$ cat src/rtl/mem_port_arbiter_if.sv
// Signal bundle between the memory port arbiter, its three requesters and the bus.
// master: arbiter side; slave: requesters/bus side (testbench, bus model).
// Backpressure: bus_reqack on requests, bus_respack on responses.
interface mem_port_arbiter_if;
    logic        if_req;
    logic [63:0] if_addr;
    logic        if_beat_valid;
    logic [63:0] if_beat_data;
    logic        if_done;

    logic        data_reqFlag;
    logic [63:0] data_reqAddr;
    logic        load_done;
    logic [63:0] load_buffer;

    logic        store_reqFlag;
    logic [63:0] store_reqAddr;
    logic [63:0] store_data;
    logic        store_opn;
    logic        store_done;

    logic        bus_reqcyc;
    logic        bus_reqack;
    logic [63:0] bus_req;
    logic [1:0]  bus_reqtag;
    logic        bus_respcyc;
    logic [63:0] bus_resp;
    logic [1:0]  bus_resptag;
    logic        bus_respack;

    modport master (
        input  if_req, if_addr,
        input  data_reqFlag, data_reqAddr,
        input  store_reqFlag, store_reqAddr, store_data,
        input  bus_reqack, bus_respcyc, bus_resp, bus_resptag,
        output if_beat_valid, if_beat_data, if_done,
        output load_done, load_buffer,
        output store_opn, store_done,
        output bus_reqcyc, bus_req, bus_reqtag, bus_respack
    );

    modport slave (
        output if_req, if_addr,
        output data_reqFlag, data_reqAddr,
        output store_reqFlag, store_reqAddr, store_data,
        output bus_reqack, bus_respcyc, bus_resp, bus_resptag,
        input  if_beat_valid, if_beat_data, if_done,
        input  load_done, load_buffer,
        input  store_opn, store_done,
        input  bus_reqcyc, bus_req, bus_reqtag, bus_respack
    );
endinterface

$ cat src/rtl/mem_port_arbiter.sv
// Shares one memory bus port between fetch, load and store; one transaction outstanding.
// Latency: request beat 1 cycle after grant; done pulses 1 cycle after the final handshake.
// Backpressure: holds request beats until bus_reqack; acks every response beat immediately.
module mem_port_arbiter #(
    parameter int IF_BEATS     = 8,
    parameter int STARVE_LIMIT = 4
) (
    input  logic          clk,
    input  logic          reset,
    mem_port_arbiter_if.master mp
);
    localparam int CNT_W   = (IF_BEATS > 1) ? $clog2(IF_BEATS) : 1;
    localparam int STV_W   = $clog2(STARVE_LIMIT + 1);
    localparam int LINE_LSB = $clog2(IF_BEATS * 8);
    localparam logic [63:0] LINE_MASK = ~((64'd1 << LINE_LSB) - 64'd1);
    localparam logic [63:0] DW_MASK   = ~64'd7;
    localparam logic [CNT_W-1:0] LAST_BEAT  = CNT_W'(IF_BEATS - 1);
    localparam logic [STV_W-1:0] STARVE_MAX = STV_W'(STARVE_LIMIT);

    localparam logic [1:0] TAG_FETCH = 2'b00;
    localparam logic [1:0] TAG_LOAD  = 2'b01;
    localparam logic [1:0] TAG_STORE = 2'b11;

    typedef enum logic [1:0] {IDLE, REQ, WDATA, RESP} state_t;

    state_t            state;
    logic [1:0]        tag_q;
    logic [63:0]       wdata_q;
    logic [CNT_W-1:0]  beat_cnt;
    logic [STV_W-1:0]  fetch_starve;

    logic              bus_reqcyc_q;
    logic [63:0]       bus_req_q;
    logic [1:0]        bus_reqtag_q;
    logic              store_opn_q;
    logic              store_done_q;
    logic              load_done_q;
    logic              if_done_q;
    logic [63:0]       load_buffer_q;

    // A requester whose done pulse is high is still holding its level request; mask it.
    logic fe_cand, ld_cand, st_cand;
    assign fe_cand = mp.if_req        & ~if_done_q;
    assign ld_cand = mp.data_reqFlag  & ~load_done_q;
    assign st_cand = mp.store_reqFlag & ~store_done_q;

    logic        grant_vld;
    logic [1:0]  grant_tag;
    logic [63:0] grant_addr;

    always_comb begin
        grant_vld  = 1'b0;
        grant_tag  = TAG_FETCH;
        grant_addr = '0;
        if (fe_cand && fetch_starve == STARVE_MAX) begin
            grant_vld  = 1'b1;
            grant_tag  = TAG_FETCH;
            grant_addr = mp.if_addr & LINE_MASK;
        end else if (st_cand) begin
            grant_vld  = 1'b1;
            grant_tag  = TAG_STORE;
            grant_addr = mp.store_reqAddr & DW_MASK;
        end else if (ld_cand) begin
            grant_vld  = 1'b1;
            grant_tag  = TAG_LOAD;
            grant_addr = mp.data_reqAddr & DW_MASK;
        end else if (fe_cand) begin
            grant_vld  = 1'b1;
            grant_tag  = TAG_FETCH;
            grant_addr = mp.if_addr & LINE_MASK;
        end
    end

    logic resp_match;
    assign resp_match = (state == RESP) && mp.bus_respcyc && (mp.bus_resptag == tag_q);

    always_ff @(posedge clk or negedge reset) begin
        if (!reset) begin
            state         <= IDLE;
            tag_q         <= '0;
            wdata_q       <= '0;
            beat_cnt      <= '0;
            fetch_starve  <= '0;
            bus_reqcyc_q  <= 1'b0;
            bus_req_q     <= '0;
            bus_reqtag_q  <= '0;
            store_opn_q   <= 1'b0;
            store_done_q  <= 1'b0;
            load_done_q   <= 1'b0;
            if_done_q     <= 1'b0;
            load_buffer_q <= '0;
        end else begin
            store_done_q <= 1'b0;
            load_done_q  <= 1'b0;
            if_done_q    <= 1'b0;
            case (state)
                IDLE: begin
                    if (grant_vld) begin
                        state        <= REQ;
                        tag_q        <= grant_tag;
                        bus_reqcyc_q <= 1'b1;
                        bus_req_q    <= grant_addr;
                        bus_reqtag_q <= grant_tag;
                        store_opn_q  <= (grant_tag == TAG_STORE);
                        if (grant_tag == TAG_STORE)
                            wdata_q <= mp.store_data;
                        if (grant_tag == TAG_FETCH)
                            fetch_starve <= '0;
                        else if (mp.if_req && fetch_starve != STARVE_MAX)
                            fetch_starve <= fetch_starve + 1'b1;
                    end
                end
                REQ: begin
                    if (mp.bus_reqack) begin
                        if (tag_q == TAG_STORE) begin
                            state     <= WDATA;
                            bus_req_q <= wdata_q;
                        end else begin
                            state        <= RESP;
                            bus_reqcyc_q <= 1'b0;
                            bus_req_q    <= '0;
                            bus_reqtag_q <= '0;
                        end
                    end
                end
                WDATA: begin
                    if (mp.bus_reqack) begin
                        state        <= IDLE;
                        bus_reqcyc_q <= 1'b0;
                        bus_req_q    <= '0;
                        bus_reqtag_q <= '0;
                        store_opn_q  <= 1'b0;
                        store_done_q <= 1'b1;
                    end
                end
                RESP: begin
                    if (resp_match) begin
                        if (tag_q == TAG_LOAD) begin
                            load_buffer_q <= mp.bus_resp;
                            load_done_q   <= 1'b1;
                            state         <= IDLE;
                        end else if (beat_cnt == LAST_BEAT) begin
                            beat_cnt  <= '0;
                            if_done_q <= 1'b1;
                            state     <= IDLE;
                        end else begin
                            beat_cnt <= beat_cnt + 1'b1;
                        end
                    end
                end
                default: state <= IDLE;
            endcase
        end
    end

    // Every response beat is consumed at once; stray or mismatched tags are simply dropped.
    assign mp.bus_respack   = mp.bus_respcyc & reset;
    assign mp.if_beat_valid = resp_match && (tag_q == TAG_FETCH);
    assign mp.if_beat_data  = mp.if_beat_valid ? mp.bus_resp : '0;

    assign mp.bus_reqcyc  = bus_reqcyc_q;
    assign mp.bus_req     = bus_req_q;
    assign mp.bus_reqtag  = bus_reqtag_q;
    assign mp.store_opn   = store_opn_q;
    assign mp.store_done  = store_done_q;
    assign mp.load_done   = load_done_q;
    assign mp.if_done     = if_done_q;
    assign mp.load_buffer = load_buffer_q;
endmodule

$ cat src/flat_wrapper.sv
// flat-port wrapper written by rule: the top's interface ports become plain ports
module mem_port_arbiter_flat 
#(
    parameter int IF_BEATS     = 8,
    parameter int STARVE_LIMIT = 4
)
  (clk, reset, mp_if_req, mp_if_addr, mp_data_reqFlag, mp_data_reqAddr, mp_store_reqFlag, mp_store_reqAddr, mp_store_data, mp_bus_reqack, mp_bus_respcyc, mp_bus_resp, mp_bus_resptag, mp_if_beat_valid, mp_if_beat_data, mp_if_done, mp_load_done, mp_load_buffer, mp_store_opn, mp_store_done, mp_bus_reqcyc, mp_bus_req, mp_bus_reqtag, mp_bus_respack);
  mem_port_arbiter_if mp_i ();
  input  logic clk;
  input  logic reset;
  input wire logic [$bits(mp_i.if_req)-1:0] mp_if_req;
  input wire logic [$bits(mp_i.if_addr)-1:0] mp_if_addr;
  input wire logic [$bits(mp_i.data_reqFlag)-1:0] mp_data_reqFlag;
  input wire logic [$bits(mp_i.data_reqAddr)-1:0] mp_data_reqAddr;
  input wire logic [$bits(mp_i.store_reqFlag)-1:0] mp_store_reqFlag;
  input wire logic [$bits(mp_i.store_reqAddr)-1:0] mp_store_reqAddr;
  input wire logic [$bits(mp_i.store_data)-1:0] mp_store_data;
  input wire logic [$bits(mp_i.bus_reqack)-1:0] mp_bus_reqack;
  input wire logic [$bits(mp_i.bus_respcyc)-1:0] mp_bus_respcyc;
  input wire logic [$bits(mp_i.bus_resp)-1:0] mp_bus_resp;
  input wire logic [$bits(mp_i.bus_resptag)-1:0] mp_bus_resptag;
  output wire logic [$bits(mp_i.if_beat_valid)-1:0] mp_if_beat_valid;
  output wire logic [$bits(mp_i.if_beat_data)-1:0] mp_if_beat_data;
  output wire logic [$bits(mp_i.if_done)-1:0] mp_if_done;
  output wire logic [$bits(mp_i.load_done)-1:0] mp_load_done;
  output wire logic [$bits(mp_i.load_buffer)-1:0] mp_load_buffer;
  output wire logic [$bits(mp_i.store_opn)-1:0] mp_store_opn;
  output wire logic [$bits(mp_i.store_done)-1:0] mp_store_done;
  output wire logic [$bits(mp_i.bus_reqcyc)-1:0] mp_bus_reqcyc;
  output wire logic [$bits(mp_i.bus_req)-1:0] mp_bus_req;
  output wire logic [$bits(mp_i.bus_reqtag)-1:0] mp_bus_reqtag;
  output wire logic [$bits(mp_i.bus_respack)-1:0] mp_bus_respack;
  assign mp_i.if_req = mp_if_req;
  assign mp_i.if_addr = mp_if_addr;
  assign mp_i.data_reqFlag = mp_data_reqFlag;
  assign mp_i.data_reqAddr = mp_data_reqAddr;
  assign mp_i.store_reqFlag = mp_store_reqFlag;
  assign mp_i.store_reqAddr = mp_store_reqAddr;
  assign mp_i.store_data = mp_store_data;
  assign mp_i.bus_reqack = mp_bus_reqack;
  assign mp_i.bus_respcyc = mp_bus_respcyc;
  assign mp_i.bus_resp = mp_bus_resp;
  assign mp_i.bus_resptag = mp_bus_resptag;
  assign mp_if_beat_valid = mp_i.if_beat_valid;
  assign mp_if_beat_data = mp_i.if_beat_data;
  assign mp_if_done = mp_i.if_done;
  assign mp_load_done = mp_i.load_done;
  assign mp_load_buffer = mp_i.load_buffer;
  assign mp_store_opn = mp_i.store_opn;
  assign mp_store_done = mp_i.store_done;
  assign mp_bus_reqcyc = mp_i.bus_reqcyc;
  assign mp_bus_req = mp_i.bus_req;
  assign mp_bus_reqtag = mp_i.bus_reqtag;
  assign mp_bus_respack = mp_i.bus_respack;
  mem_port_arbiter #(.IF_BEATS(IF_BEATS), .STARVE_LIMIT(STARVE_LIMIT)) u_core (.clk(clk), .reset(reset), .mp(mp_i));
endmodule
$ cat config.mk
export PLATFORM = sky130hd
export DESIGN_NAME = mem_port_arbiter_flat
export DESIGN_NICKNAME = d
export VERILOG_FILES = /design/src/rtl/mem_port_arbiter_if.sv /design/src/rtl/mem_port_arbiter.sv /design/src/flat_wrapper.sv
export SDC_FILE = /design/constraint.sdc
export NUM_CORES = 1
export LEC_CHECK = 0
export ABC_AREA = 1
export BUFFER_PORTS_ARGS = -buffer_cell sky130_fd_sc_hd__buf_2
export CORE_MARGIN = 2
export CORE_UTILIZATION = 26
export CTS_CLUSTER_DIAMETER = 150
export DETAILED_ROUTE_END_ITERATION = 8
export HOLD_SLACK_MARGIN = 0.02
export PLACE_DENSITY = 0.6
export SETUP_SLACK_MARGIN = 0.1
export SYNTH_ARGS = -nofsm -noshare
export SYNTH_HDL_FRONTEND = slang
export SYNTH_SLANG_ARGS = --single-unit
$ cat constraint.sdc
create_clock -name clk -period 1.8 [get_ports clk]
set_input_delay 0 -clock clk [delete_from_list [all_inputs] [get_ports clk]]
set_output_delay 0 -clock clk [all_outputs]
set_load 0.005 [all_outputs]
==> results.md <==
- Worst Path Arrival: ~2.1 ns
- Multi-input logic area: approximately 0.0058 mm^2
- GR Layer Usage met1: 0.249
- Worst Hold Class: primary input to register
- Internal Power: 17,200 uW
- Fillers: around 4,000
- Clock-pin slew on the worst setup and hold paths: 0.06 ns
- Global route hottest layer: met2
- Clock power share: 0.181
- PwrDens: about 1300 mW/mm^2
- Most frequent cells in the layout: buf_2, nand2_1, dlygate4sd3_1
- Yosys warnings: 0
- Tot GR Track Use: 0.222
- Unrepaired setup endpoints after global routing: true
- Worst reg2reg setup slack: -0.13 ns
- I/O pins: 530
- Fraction of layout cells with a size suffix above 1: 0.335
- Die Span X: around 220 um
- Die area: about 0.047 mm^2
- Core region area: approximately 0.044 mm^2
- Drt wl/cell: 18.7 um
- CTS sink count: 209
- Worst setup path class: register to output port
- Placed instance area: roughly 0.015 mm^2
- CTS root buf: clkbuf_16
- Via count: ~15,000
- Slew @ Worst Pin: around 1.0 ns
- Vias in the first global route: approximately 15,000
- Fmax: between 400 and 500 MHz
- Reg power frac: 0.273
- Met3 track demand over resource: 0.0428
- Gp weighted congestion: just over 0.9
- P_sw: 11,300 uW
- PnR worst setup slack: -0.331 ns
- Final net count: slightly below 3,000
- Final Critical Period: between 2 and 2.5 ns
- Max Root-Sink Buffers: 3
- Drt via density: just under 5
- Switching share of total power: 0.398
- Routed WL: between 50 and 60 mm
- Final Cell Area: 0.0215 mm^2
- Largest net degree at the start of global routing: 81
- Sequential fraction of the synthesis area: 0.446
- H-tree depth: 1
- Met2 Use GR: 0.385
- Final Setup Violations: approximately 130
- Maximum vdd drop: approximately 0.7 mV
- Hold WS: -0.0574 ns
- P&R area growth vs syn: 83.3%
- Final period utilization: 1.18
- TritonCTS clock tree: yes
- GRT overflow: 0
- Row count: just under 80
- Final Hold Viols: 3
- Clk_skew: ~0.012 ns
- Max-cap viol count: 0
- DIE HEIGHT: approximately 220 um
- Most common cell after layout, fill and taps aside: buf_2
- Count of unique library cells instantiated by Yosys: 27
- Failing checks: negative hold slack, negative setup slack
- Leakage power: roughly 0.012 uW
- Final Power: approximately 29,000 uW
- Max Transition Viols Final: 0
- Cells after synthesis: roughly 1,700
- Register area: around 0.0052 mm^2
- First-pass GRT wire length: roughly 82 mm
- Worst setup EP type: output port
- Worst slew margin: 0.307
- Crit start category: register
- Drt first-iter violations: ~1,200
- First-pass DRT Iterations: 9
- Status: finished, violations left
- Initial antenna violation count: 2
- Post-DP HPWL: 32.6 mm
- Syn Nets: between 2,000 and 2,500
- Critical Path RT: around 1.8 ns
- Port Buffers: between 500 and 600
- DRC viols: 0
- Cell Area, Synth: about 0.012 mm^2
- Avg Inst Size Synth: between 6 and 7 um^2
- Initial Util: 0.264
- Number of synthesized register bits: 209
- Antenna Nets Post-Route: 0
- Clock Latency Late Sink: 0.55 ns
- Comb pwr share: 0.546
- Crit path max fanout: 6
- Num CTS Buffers: 26
-- registers in the layout, summed over array words and instances, names as in the netlist, 2 cells and up --
signal,count
u_core.mp.bus_req,64
u_core.mp.load_buffer,64
u_core.wdata_q,64
u_core.beat_cnt,3
u_core.fetch_starve,3
u_core.mp.bus_reqtag,2
u_core.state,2
u_core.tag_q,2
-- area by class of cell --
class / instances / share of cell area
Sequential cell: 209 / 0.243
Antenna cell: 2 / 0.000233
Tap cell: 592 / 0.0345
Clock inverter: 7 / 0.00320
Clock buffer: 36 / 0.0353
Timing Repair Buffer: 948 / 0.363
Inverter: 279 / 0.0499
Multi-Input combinational cell: 1113 / 0.270
-- cell usage after synthesis --
| library cell | n | area share |
|---|---|---|
| nand3_1 | 180 | 0.077 |
| nor2_2 | 3 | 0.0016 |
| nor2_4 | 1 | 0.00096 |
| o211ai_1 | 1 | 0.00064 |
| buf_2 | 34 | 0.015 |
| inv_2 | 8 | 0.0026 |
| inv_1 | 271 | 0.087 |
| o21ai_0 | 35 | 0.015 |
| dfrtp_1 | 209 | 0.45 |
| o21ai_2 | 15 | 0.011 |
| clkbuf_1 | 34 | 0.011 |
| nand3_2 | 2 | 0.0017 |
| buf_1 | 14 | 0.0045 |
| o31ai_1 | 1 | 0.00064 |
| or2_2 | 1 | 0.00053 |
| nor3_1 | 2 | 0.00085 |
| ha_1 | 10 | 0.011 |
| buf_6 | 5 | 0.0048 |
| nand4_1 | 2 | 0.0011 |
| buf_4 | 11 | 0.0070 |
| a21oi_1 | 69 | 0.029 |
| nor2_1 | 199 | 0.064 |
| nand2_1 | 509 | 0.16 |
| nand2_2 | 2 | 0.0011 |
| o21ai_1 | 61 | 0.026 |
| a21boi_0 | 3 | 0.0019 |
| mux2_2 | 17 | 0.016 |
-- through the flow --
stage	utilization	setup TNS [ns]	std cells	setup WS, ns
floorplan	-	0	1699	0.0897
global placement	0.343	-1.47	2760	-0.127
detailed placement	0.343	-1.49	2760	-0.113
CTS	0.448	-20.07	3137	-0.319
global route	0.484	-36.19	3186	-0.425
finish	0.484	-22.65	3186	-0.331
-- layer usage --
metal | up-vias | wire (um) | share of wire
met2 | 1058 | 28100 | 0.47
met3 | 328 | 4660 | 0.078
met4 | 0 | 4450 | 0.075
met5 | - | 0 | 0
met1 | 7147 | 22500 | 0.38
li1 | 6948 | - | -
-- worst paths after layout --
path,startpoint,to,cells after the start
worst min register to register,u_core.mp.bus_req[44],u_core.mp.bus_req[44],2
min in group asynchronous,reset,u_core.mp.bus_req[62],3
worst max-delay path,u_core.state[1],mp_if_beat_data[51],10
worst min-delay path,mp_bus_respcyc,u_core.mp.if_done,6
max in group asynchronous,reset,u_core.wdata_q[11],3
worst max register to register,u_core.state[1],u_core.mp.bus_req[42],10
-- repair_timing --
action	4_1_cts	5_1_grt
setup endpoints to repair	209	243
hold endpoints to repair	405	24
pin swaps	4	11
gates cloned	13	28
resized for setup	66	230
hold buffers	311	2
buffers inserted	10	18
-- worst max-delay path, stage by stage (launching register included) --
cell       delay (ns)
dfrtp_1          0.39
ha_4             0.17
nand2_2          0.05
a21oi_2          0.13
nand2_2          0.07
inv_2            0.08
nand3_4          0.09
buf_12           0.16
clkbuf_16        0.18
nor2_4           0.11
buf_2            0.13
-- power groups by stage --
stage                     registers [uW]  logic [uW]  clock network (uW)
after floorplan                     7700        5670                   0
after global placement              7710        9980                   0
after detailed placement            7750       10200                   0
after CTS                           7710       13000                5280
after global routing                7980       16800                5440
final                               7780       15600                5160
-- logic make-up (layout without fill, tap and decap cells) --
kind of cell,after synthesis,in the layout,share of synthesized area
buffers and inverters,377,1270,0.131
and+or+nand+nor,901,901,0.311
DFF,209,209,0.446
muxes,17,17,0.0163
adders and majority gates,10,10,0.0107
AOI/OAI and AO/OA,185,185,0.0848
other,0,2,0
(Power assumes the default switching activity.)
